`src/rtl/bcd2bin_iter.sv`:
```
// Iterative packed-BCD to unsigned binary converter: folds one digit per cycle,
// most-significant digit first, behind val/rdy handshakes on both sides.
module bcd2bin_iter #(
  parameter int NDIGITS = 4
) (
  input  logic                   clk,
  input  logic                   reset,
  input  logic                   in_val,
  output logic                   in_rdy,
  input  logic [4*NDIGITS-1:0]   in_,
  output logic                   out_val,
  input  logic                   out_rdy,
  output logic [4*NDIGITS-1:0]   out,
  output logic                   out_err
);

  localparam int W  = 4 * NDIGITS;
  localparam int WE = W + 4;
  localparam int CW = (NDIGITS > 1) ? $clog2(NDIGITS) : 1;
  localparam logic [CW-1:0] CNT_LAST = CW'(NDIGITS - 1);

  typedef enum logic [1:0] {
    IDLE = 2'd0,
    CALC = 2'd1,
    DONE = 2'd2
  } state_t;

  state_t          state_q, state_d;
  logic [W-1:0]    shadow_q, shadow_d;
  logic [W-1:0]    acc_q, acc_d;
  logic [CW-1:0]   cnt_q, cnt_d;
  logic            err_q, err_d;
  logic            in_rdy_q, in_rdy_d;
  logic            out_val_q, out_val_d;
  logic [W-1:0]    out_q, out_d;
  logic            out_err_q, out_err_d;
  logic [3:0]      digit_s;
  logic [WE-1:0]   acc_ext_s;

  function automatic logic digit_bad(input logic [3:0] d);
    return (d > 4'd9);
  endfunction

  // Next-state, datapath and registered-output logic.
  always_comb begin
    state_d   = state_q;
    shadow_d  = shadow_q;
    acc_d     = acc_q;
    cnt_d     = cnt_q;
    err_d     = err_q;
    in_rdy_d  = in_rdy_q;
    out_val_d = out_val_q;
    out_d     = out_q;
    out_err_d = out_err_q;

    // The shadow shifts left each step, so the current digit is always on top.
    digit_s   = shadow_q[W-1 -: 4];
    acc_ext_s = ({4'd0, acc_q} << 3) + ({4'd0, acc_q} << 1) + {{(WE-4){1'b0}}, digit_s};

    case (state_q)
      IDLE: begin
        if (in_val) begin
          shadow_d = in_;
          acc_d    = '0;
          err_d    = 1'b0;
          cnt_d    = '0;
          in_rdy_d = 1'b0;
          state_d  = CALC;
        end else begin
          state_d  = IDLE;
        end
      end
      CALC: begin
        acc_d    = acc_ext_s[W-1:0];
        err_d    = err_q | digit_bad(digit_s);
        shadow_d = shadow_q << 4;
        cnt_d    = cnt_q + CW'(1);
        if (cnt_q == CNT_LAST) begin
          cnt_d     = '0;
          state_d   = DONE;
          out_val_d = 1'b1;
          out_d     = err_d ? '0 : acc_d;
          out_err_d = err_d;
        end else begin
          state_d   = CALC;
        end
      end
      DONE: begin
        if (out_rdy) begin
          state_d   = IDLE;
          out_val_d = 1'b0;
          out_d     = '0;
          out_err_d = 1'b0;
          in_rdy_d  = 1'b1;
        end else begin
          state_d   = DONE;
        end
      end
      default: begin
        state_d   = IDLE;
        out_val_d = 1'b0;
        out_d     = '0;
        out_err_d = 1'b0;
        in_rdy_d  = 1'b1;
      end
    endcase
  end

  // State and output registers with synchronous reset.
  always_ff @(posedge clk) begin
    if (reset) begin
      state_q   <= IDLE;
      shadow_q  <= '0;
      acc_q     <= '0;
      cnt_q     <= '0;
      err_q     <= 1'b0;
      in_rdy_q  <= 1'b1;
      out_val_q <= 1'b0;
      out_q     <= '0;
      out_err_q <= 1'b0;
    end else begin
      state_q   <= state_d;
      shadow_q  <= shadow_d;
      acc_q     <= acc_d;
      cnt_q     <= cnt_d;
      err_q     <= err_d;
      in_rdy_q  <= in_rdy_d;
      out_val_q <= out_val_d;
      out_q     <= out_d;
      out_err_q <= out_err_d;
    end
  end

  assign in_rdy  = in_rdy_q;
  assign out_val = out_val_q;
  assign out     = out_q;
  assign out_err = out_err_q;

endmodule
```
`config.mk`:
```
export PLATFORM = sky130hd
export DESIGN_NAME = bcd2bin_iter
export DESIGN_NICKNAME = d
export VERILOG_FILES = /design/src/rtl/bcd2bin_iter.sv
export SDC_FILE = /design/constraint.sdc
export NUM_CORES = 1
export LEC_CHECK = 0
export CAP_MARGIN = 10
export CORE_MARGIN = 3
export CORE_UTILIZATION = 25
export CTS_BUF_LIST = sky130_fd_sc_hd__clkbuf_8
export DETAILED_ROUTE_END_ITERATION = 7
export PLACE_DENSITY_LB_ADDON = 0.15
export SLEW_MARGIN = 20
export SYNTH_ARGS = -nofsm -noshare
export SYNTH_HDL_FRONTEND = slang
export SYNTH_SLANG_ARGS = --single-unit
```
`constraint.sdc`:
```
create_clock -name clk -period 2.7 [get_ports clk]
set_clock_uncertainty 0.15 [all_clocks]
set_input_delay 0.54 -clock clk [delete_from_list [all_inputs] [get_ports clk]]
set_output_delay 0.54 -clock clk [all_outputs]
set_load 0.01 [all_outputs]
```
==> results of run 1 <==
==> cell usage in the layout, fill, tap and decap left out, types with 3 or more instances in the layout <==
master and n:
ha_1 27, nand2b_1 4, a22oi_1 22, a22o_1 13, xnor2_1 8, inv_1 10, o21ai_0 5, nor2_1 52
dfxtp_1 53, nand3_1 3, nor3_1 4, buf_4 14, xor2_2 3, nor2b_1 3, a311oi_1 13, clkdlybuf4s50_1 38
a21oi_1 14, nand2_1 33, clkbuf_8 5
==> per-layer routing <==
| metal | wire [um] | track usage, % | part of all wire [%] | vias to the layer above |
|---|---|---|---|---|
| met5 | 0 | 0 | 0 | - |
| met4 | 129 | 3.97 | 1.8 | 0 |
| met3 | 249 | 2.88 | 3.5 | 12 |
| met2 | 3250 | 18.4 | 46 | 32 |
| met1 | 3400 | 15.4 | 48 | 1105 |
| li1 | - | - | - | 1210 |
==> Yosys cell counts, types with 2 or more instances <==
master    count  share of area, %
o21ai_0       7               1.3
a22oi_1      23               6.2
nor2_1       52               7.0
a311oi_1     13               4.1
a21oi_1      15               2.7
nand3_1       4              0.72
dfxtp_1      55                39
o21a_1        2              0.54
xnor2_1       9               2.8
xor2_1        5               1.6
nor2b_1       5               1.1
nand2_1      33               4.4
a31oi_1       2              0.45
inv_1         9               1.2
a22o_1       13               4.1
nand2b_1      4              0.90
fa_1          2               1.4
ha_1         27                12
nor3_1        4              0.72
clkbuf_1     15               2.0
o21bai_1      2              0.54
==> how the worst max path moves through the flow <==
stage / endpoint / cells past startpoint / slack, ns
after detailed placement: acc_q[13] / 11 / 0.04
after CTS: acc_q[13] / 11 / 0.01
final: out[9] / 11 / 0.12
after floorplan: acc_q[13] / 10 / 0.11
after global placement: out[14] / 9 / 0.1
after global routing: out[10] / 9 / -0.0007
==> power breakdown <==
group          leakage [nW]  total (mW)  switching (mW)  internal (mW)
sequential            0.449       0.861          0.0214          0.840
clock                0.0599       0.564           0.287          0.277
combinational         0.983       0.195           0.108         0.0870
total                  1.49        1.62           0.417           1.20
==> cells by family (layout without fill, tap and decap cells) <==
family,Yosys count,count (layout),synth area share (%)
adders and majority gates,29,29,13.5
xor gates and xnor gates,14,14,4.39
buffers and inverters,27,69,3.94
DFF,55,55,39.4
AOI/OAI and AO/OA,84,84,22.1
and+or+nand+nor,109,109,16.7
==> metrics by stage <==
stage / cell area, um^2 / cells / hold slack [ns] / TNS, ns
after floorplan: 2790 / 318 / 0.296 / 0
after global placement: 3360 / 486 / 0.316 / 0
after detailed placement: 3360 / 486 / 0.320 / 0
after CTS: 3470 / 494 / 0.339 / 0
after global routing: 3550 / 496 / 0.353 / -0.000665
final: 3550 / 496 / 0.332 / 0
==> final cells by class <==
class	count	share of cell area, %
clock buffer	5	1.94
clock inverter	3	1.20
inverter	9	0.951
multi-input combinational	236	46.4
sequential	55	31.1
tap	136	4.79
timing repair buffer	52	13.7
==> state kept, by name, summed over array words and instances, names as in the netlist <==
signal,cells
cnt_q,2
state_q,2
out,16
in_rdy,1
out_val,1
out_err,1
acc_q,15
err_q,1
shadow_q,16
==> worst max-delay path, stage by stage, from the launching register on <==
cell	delay, ns
dfxtp_2	0.35
inv_1	0.06
fa_2	0.59
inv_1	0.05
ha_1	0.28
a21oi_2	0.13
nor2b_2	0.05
a31oi_1	0.14
buf_4	0.18
o21ai_1	0.09
xor2_1	0.20
a22o_1	0.20
==> timing repair <==
action / 4_1_cts / 5_1_grt
setup buffers: 0 / 2
gates resized for setup: 0 / 16
endpoints found under the setup margin: 0 / 17
==> flow_metrics.env, run 1 <==
export IMPL_status="completed"
export IMPL_end_kind="flop"
export IMPL_crit_path_start="acc_q[2]"
export IMPL_drt_first_pass_iters=4
export IMPL_fin_crit_ns=2.58
export IMPL_vias=2359
export IMPL_netlist_area_mm2=0.00279
export IMPL_pre_cts_ws_ns=0.0413
export IMPL_rows=37
export IMPL_drt_wirelength_per_cell_um=14.2
export IMPL_crit_required_ns=2.77
export IMPL_ys_seq_area_share_pct=39.4
export IMPL_crit_arrival_ns=2.65
export IMPL_grt_first_pass_wirelength_um=11900
export IMPL_n_fill_cell=1121
export IMPL_holdPathStages=2
export IMPL_clk_pin_slew_ns=0.10
export IMPL_post_route_period_util_pct=95.4
export IMPL_fp_dieW_um=112
export IMPL_globalplace_congestion=0.783
export IMPL_wirelength_um=7020
export IMPL_ff_latch_area_mm2=0.00110
export IMPL_syn_to_final_growth_pct=27.2
export IMPL_viasPerCell=4.76
export IMPL_p_leak_nw=1.49
export IMPL_clk_latency_ns=0.32
export IMPL_synth_edff_count=0
export IMPL_synthFlopType="dfxtp_1"
export IMPL_synth_cell_types=38
export IMPL_pin_count=39
export IMPL_num_antenna_cells=0
export IMPL_avgSynthCellArea_um2=8.79
export IMPL_io_buffers=38
export IMPL_cts_root_buf="clkbuf_8"
export IMPL_grt_start_max_net_pins=32
export IMPL_irDropWorstVdd_v=0.000285
export IMPL_tightestPinTransition_ns=0.913
export IMPL_setup_slack_ns=0.124
export IMPL_hold_end="out_val"
export IMPL_reg2regPathDepth=11
export IMPL_fmaxAchievable_mhz=388
export IMPL_slew_headroom_pct=38.7
export IMPL_hold_viol_final=0
export IMPL_drc=0
export IMPL_dieArea_mm2=0.0125
export IMPL_critical_path_class="flop to flop"
export IMPL_antenna_found_initial=0
export IMPL_ys_warn_count=0
export IMPL_max_cap_violations=0
export IMPL_core_mm2=0.0106
export IMPL_cts_buffers_inserted=5
export IMPL_r2r_start="acc_q[2]"
export IMPL_multi_input_area_mm2=0.00165
export IMPL_grt_usage_pct=11.6
export IMPL_cp_max_fo=5
export IMPL_first_iter_violations=134
export IMPL_ant_nets=0
export IMPL_synth_async_reset_ratio_pct=0
export IMPL_synth_nets=367
export IMPL_cts_max_path_buffers=2
export IMPL_synthCells=318
export IMPL_htree_levels=2
export IMPL_start_kind="flop"
export IMPL_r2r_setup_slack_ns=0.12
export IMPL_nets=408
export IMPL_dp_hpwl_um=5350
export IMPL_min_delay_start="out_val"
export IMPL_final_max_slew_violation_count=0
export IMPL_total_power_mw=1.62
export IMPL_grt_pass1_vias=2372
export IMPL_final_core_util_pct=33.5
export IMPL_start_util_pct=26.4
export IMPL_hold_buffers=0
export IMPL_ys_ff_latch=55
export IMPL_power_density_mw_per_mm2=456
export IMPL_overflow=0
export IMPL_drive_gt1_share_pct=11.4
export IMPL_hp_class="flop to flop"
export IMPL_setup_viol=0
export IMPL_clock_sinks=55
export IMPL_die_h_um=112
export IMPL_worstReg2RegEnd="out[9]"
export IMPL_cts_tree="built"
Note: power is estimated with default switching activity, not from simulation.
==> run 2, diff against run 1 <==
- GPL_TIMING_DRIVEN: unset -> 0
==> run 2 against run 1 <==
Core utilization fell by 0.21 points. First-iteration DRC count shrank 28%. Critical path depth unchanged. Flip-flop and latch count did not move. Fmax down 0.93%. Hold slack improved by 0.00067 ns. Clock power down 17%. Largest cell class unchanged.
==> flow_metrics.env, run 2 (synthesis gave the netlist of run 1 again) <==
export IMPL_viasPerCell=4.82
export IMPL_crit_required_ns=2.76
export IMPL_start_kind="flop"
export IMPL_path_common_cell="inv_2"
export IMPL_placed_cells=491
export IMPL_irDropWorstVdd_v=0.000236
export IMPL_dpl_cell_area_mm2=0.00333
export IMPL_cts_root_buf="clkbuf_8"
export IMPL_syn_to_final_growth_pct=26.4
export IMPL_grt_usage_pct=11.8
export IMPL_post_route_period_util_pct=96.3
export IMPL_core_mm2=0.0106
export IMPL_dp_hpwl_um=5470
export IMPL_htree_levels=2
export IMPL_hp_class="flop to flop"
export IMPL_num_antenna_cells=0
export IMPL_drt_first_pass_iters=4
export IMPL_tightestPinTransition_ns=0.953
export IMPL_fmaxAchievable_mhz=385
export IMPL_first_iter_violations=96
export IMPL_rows=37
export IMPL_end_kind="flop"
export IMPL_nets=413
export IMPL_final_max_slew_violation_count=0
export IMPL_critical_path_class="flop to flop"
export IMPL_wirelength_um=7240
export IMPL_cp_max_fo=5
export IMPL_antenna_found_initial=0
export IMPL_fin_crit_ns=2.60
export IMPL_power_density_mw_per_mm2=433
export IMPL_slowest_stage="fa_2"
export IMPL_fin_area_mm2=0.00353
export IMPL_final_cell_mix="nor2_1, dfxtp_1, clkdlybuf4s50_1"
export IMPL_fp_dieW_um=112
export IMPL_ant_nets=0
export IMPL_io_buffers=37
export IMPL_cp_cell_sequence="inv_2 > fa_2 > inv_2 > ha_4 > a21oi_4 > nor2b_4 > a31oi_4 > o21ai_2 > xor2_1 > buf_4 > a22o_1"
export IMPL_globalplace_congestion=0.778
export IMPL_multi_input_area_mm2=0.00167
export IMPL_ff_latch_area_mm2=0.00111
export IMPL_slew_headroom_pct=36.0
export IMPL_pre_cts_ws_ns=-0.365
export IMPL_vias=2413
export IMPL_start_util_pct=26.4
export IMPL_cts_max_path_buffers=2
export IMPL_grt_start_max_net_pins=18
export IMPL_die_h_um=112
export IMPL_drc=0
export IMPL_drt_wirelength_per_cell_um=14.4
export IMPL_clk_pin_slew_ns=0.10
export IMPL_total_power_mw=1.53
export IMPL_clk_latency_ns=0.31
export IMPL_cp_slowest_stage_delay_ns=0.60
export IMPL_overflow=0
export IMPL_cts_tree="built"
export IMPL_crit_arrival_ns=2.66
export IMPL_rsz0062_at_grt="false"
export IMPL_n_fill_cell=1087
export IMPL_pin_count=39
export IMPL_hold_viol_final=0
export IMPL_drive_gt1_share_pct=9.59
export IMPL_instances_no_fill=501
export IMPL_clock_sinks=55
export IMPL_setup_slack_ns=0.100
export IMPL_grt_first_pass_wirelength_um=12100
export IMPL_status="completed"
export IMPL_dieArea_mm2=0.0125
export IMPL_setup_viol=0
export IMPL_p_leak_nw=1.45
export IMPL_fin_setup_tns_ns=0
export IMPL_cts_buffers_inserted=5
export IMPL_max_cap_violations=0
export IMPL_grt_pass1_vias=2409
==> run 2: final timing paths <==
path              depth (start not counted)            to          from  slack [ns]
setup reg to reg                         11        out[9]  shadow_q[15]        0.10
setup / recovery                         11        out[9]  shadow_q[15]        0.10
hold / removal                            2  shadow_q[14]  shadow_q[10]        0.33
hold reg to reg                           2  shadow_q[14]  shadow_q[10]        0.33
==> run 2: worst max-delay path, delay by kind of cell (launching register included) <==
kind | cells | cell delay (ns)
adder cells (fa/ha/maj) | 2 | 0.82
AO/OA/AOI/OAI | 4 | 0.67
flip-flops | 1 | 0.39
buffers and inverters | 3 | 0.25
XOR/XNOR | 1 | 0.16
AND/OR/NAND/NOR | 1 | 0.06
==> run 2: area by class of cell <==
type | count | area share, %
inverters | 9 | 0.957
flip-flops and latches | 55 | 31.4
clock buffers | 5 | 1.95
clock inverters | 3 | 0.532
well taps | 136 | 4.82
plain buffers | 18 | 2.16
repair buffers | 39 | 10.9
multi-input cells | 236 | 47.3
==> run 2: per-layer routing <==
| metal | share of wire, % | global-route usage (%) | vias up | wire length (um) |
|---|---|---|---|---|
| met5 | 0 | 0 | - | 0 |
| met3 | 3.4 | 2.23 | 2 | 248 |
| met4 | 0.53 | 3.16 | 0 | 38 |
| li1 | - | - | 1227 | - |
| met2 | 48 | 19.5 | 36 | 3490 |
| met1 | 48 | 15.8 | 1148 | 3460 |
==> run 2: power breakdown <==
part	switching, mW	total, mW	internal [mW]
sequential	0.0234	0.863	0.840
clock	0.284	0.468	0.184
combinational	0.113	0.198	0.0848
==> run 2: what timing repair did <==
item,in CTS,in global routing
hold buffers,0,0
pin swaps,5,8
gates resized for setup,10,14
setup endpoints to repair,17,17
setup buffers,2,0
==> run 2: stage by stage <==
step	utilization, %	hold WS [ns]
6_report	33.3	0.332
2_1_floorplan	-	0.296
5_1_grt	33.3	0.365
4_1_cts	32.7	0.335
3_3_place_gp	31.5	0.311
3_5_place_dp	31.5	0.318
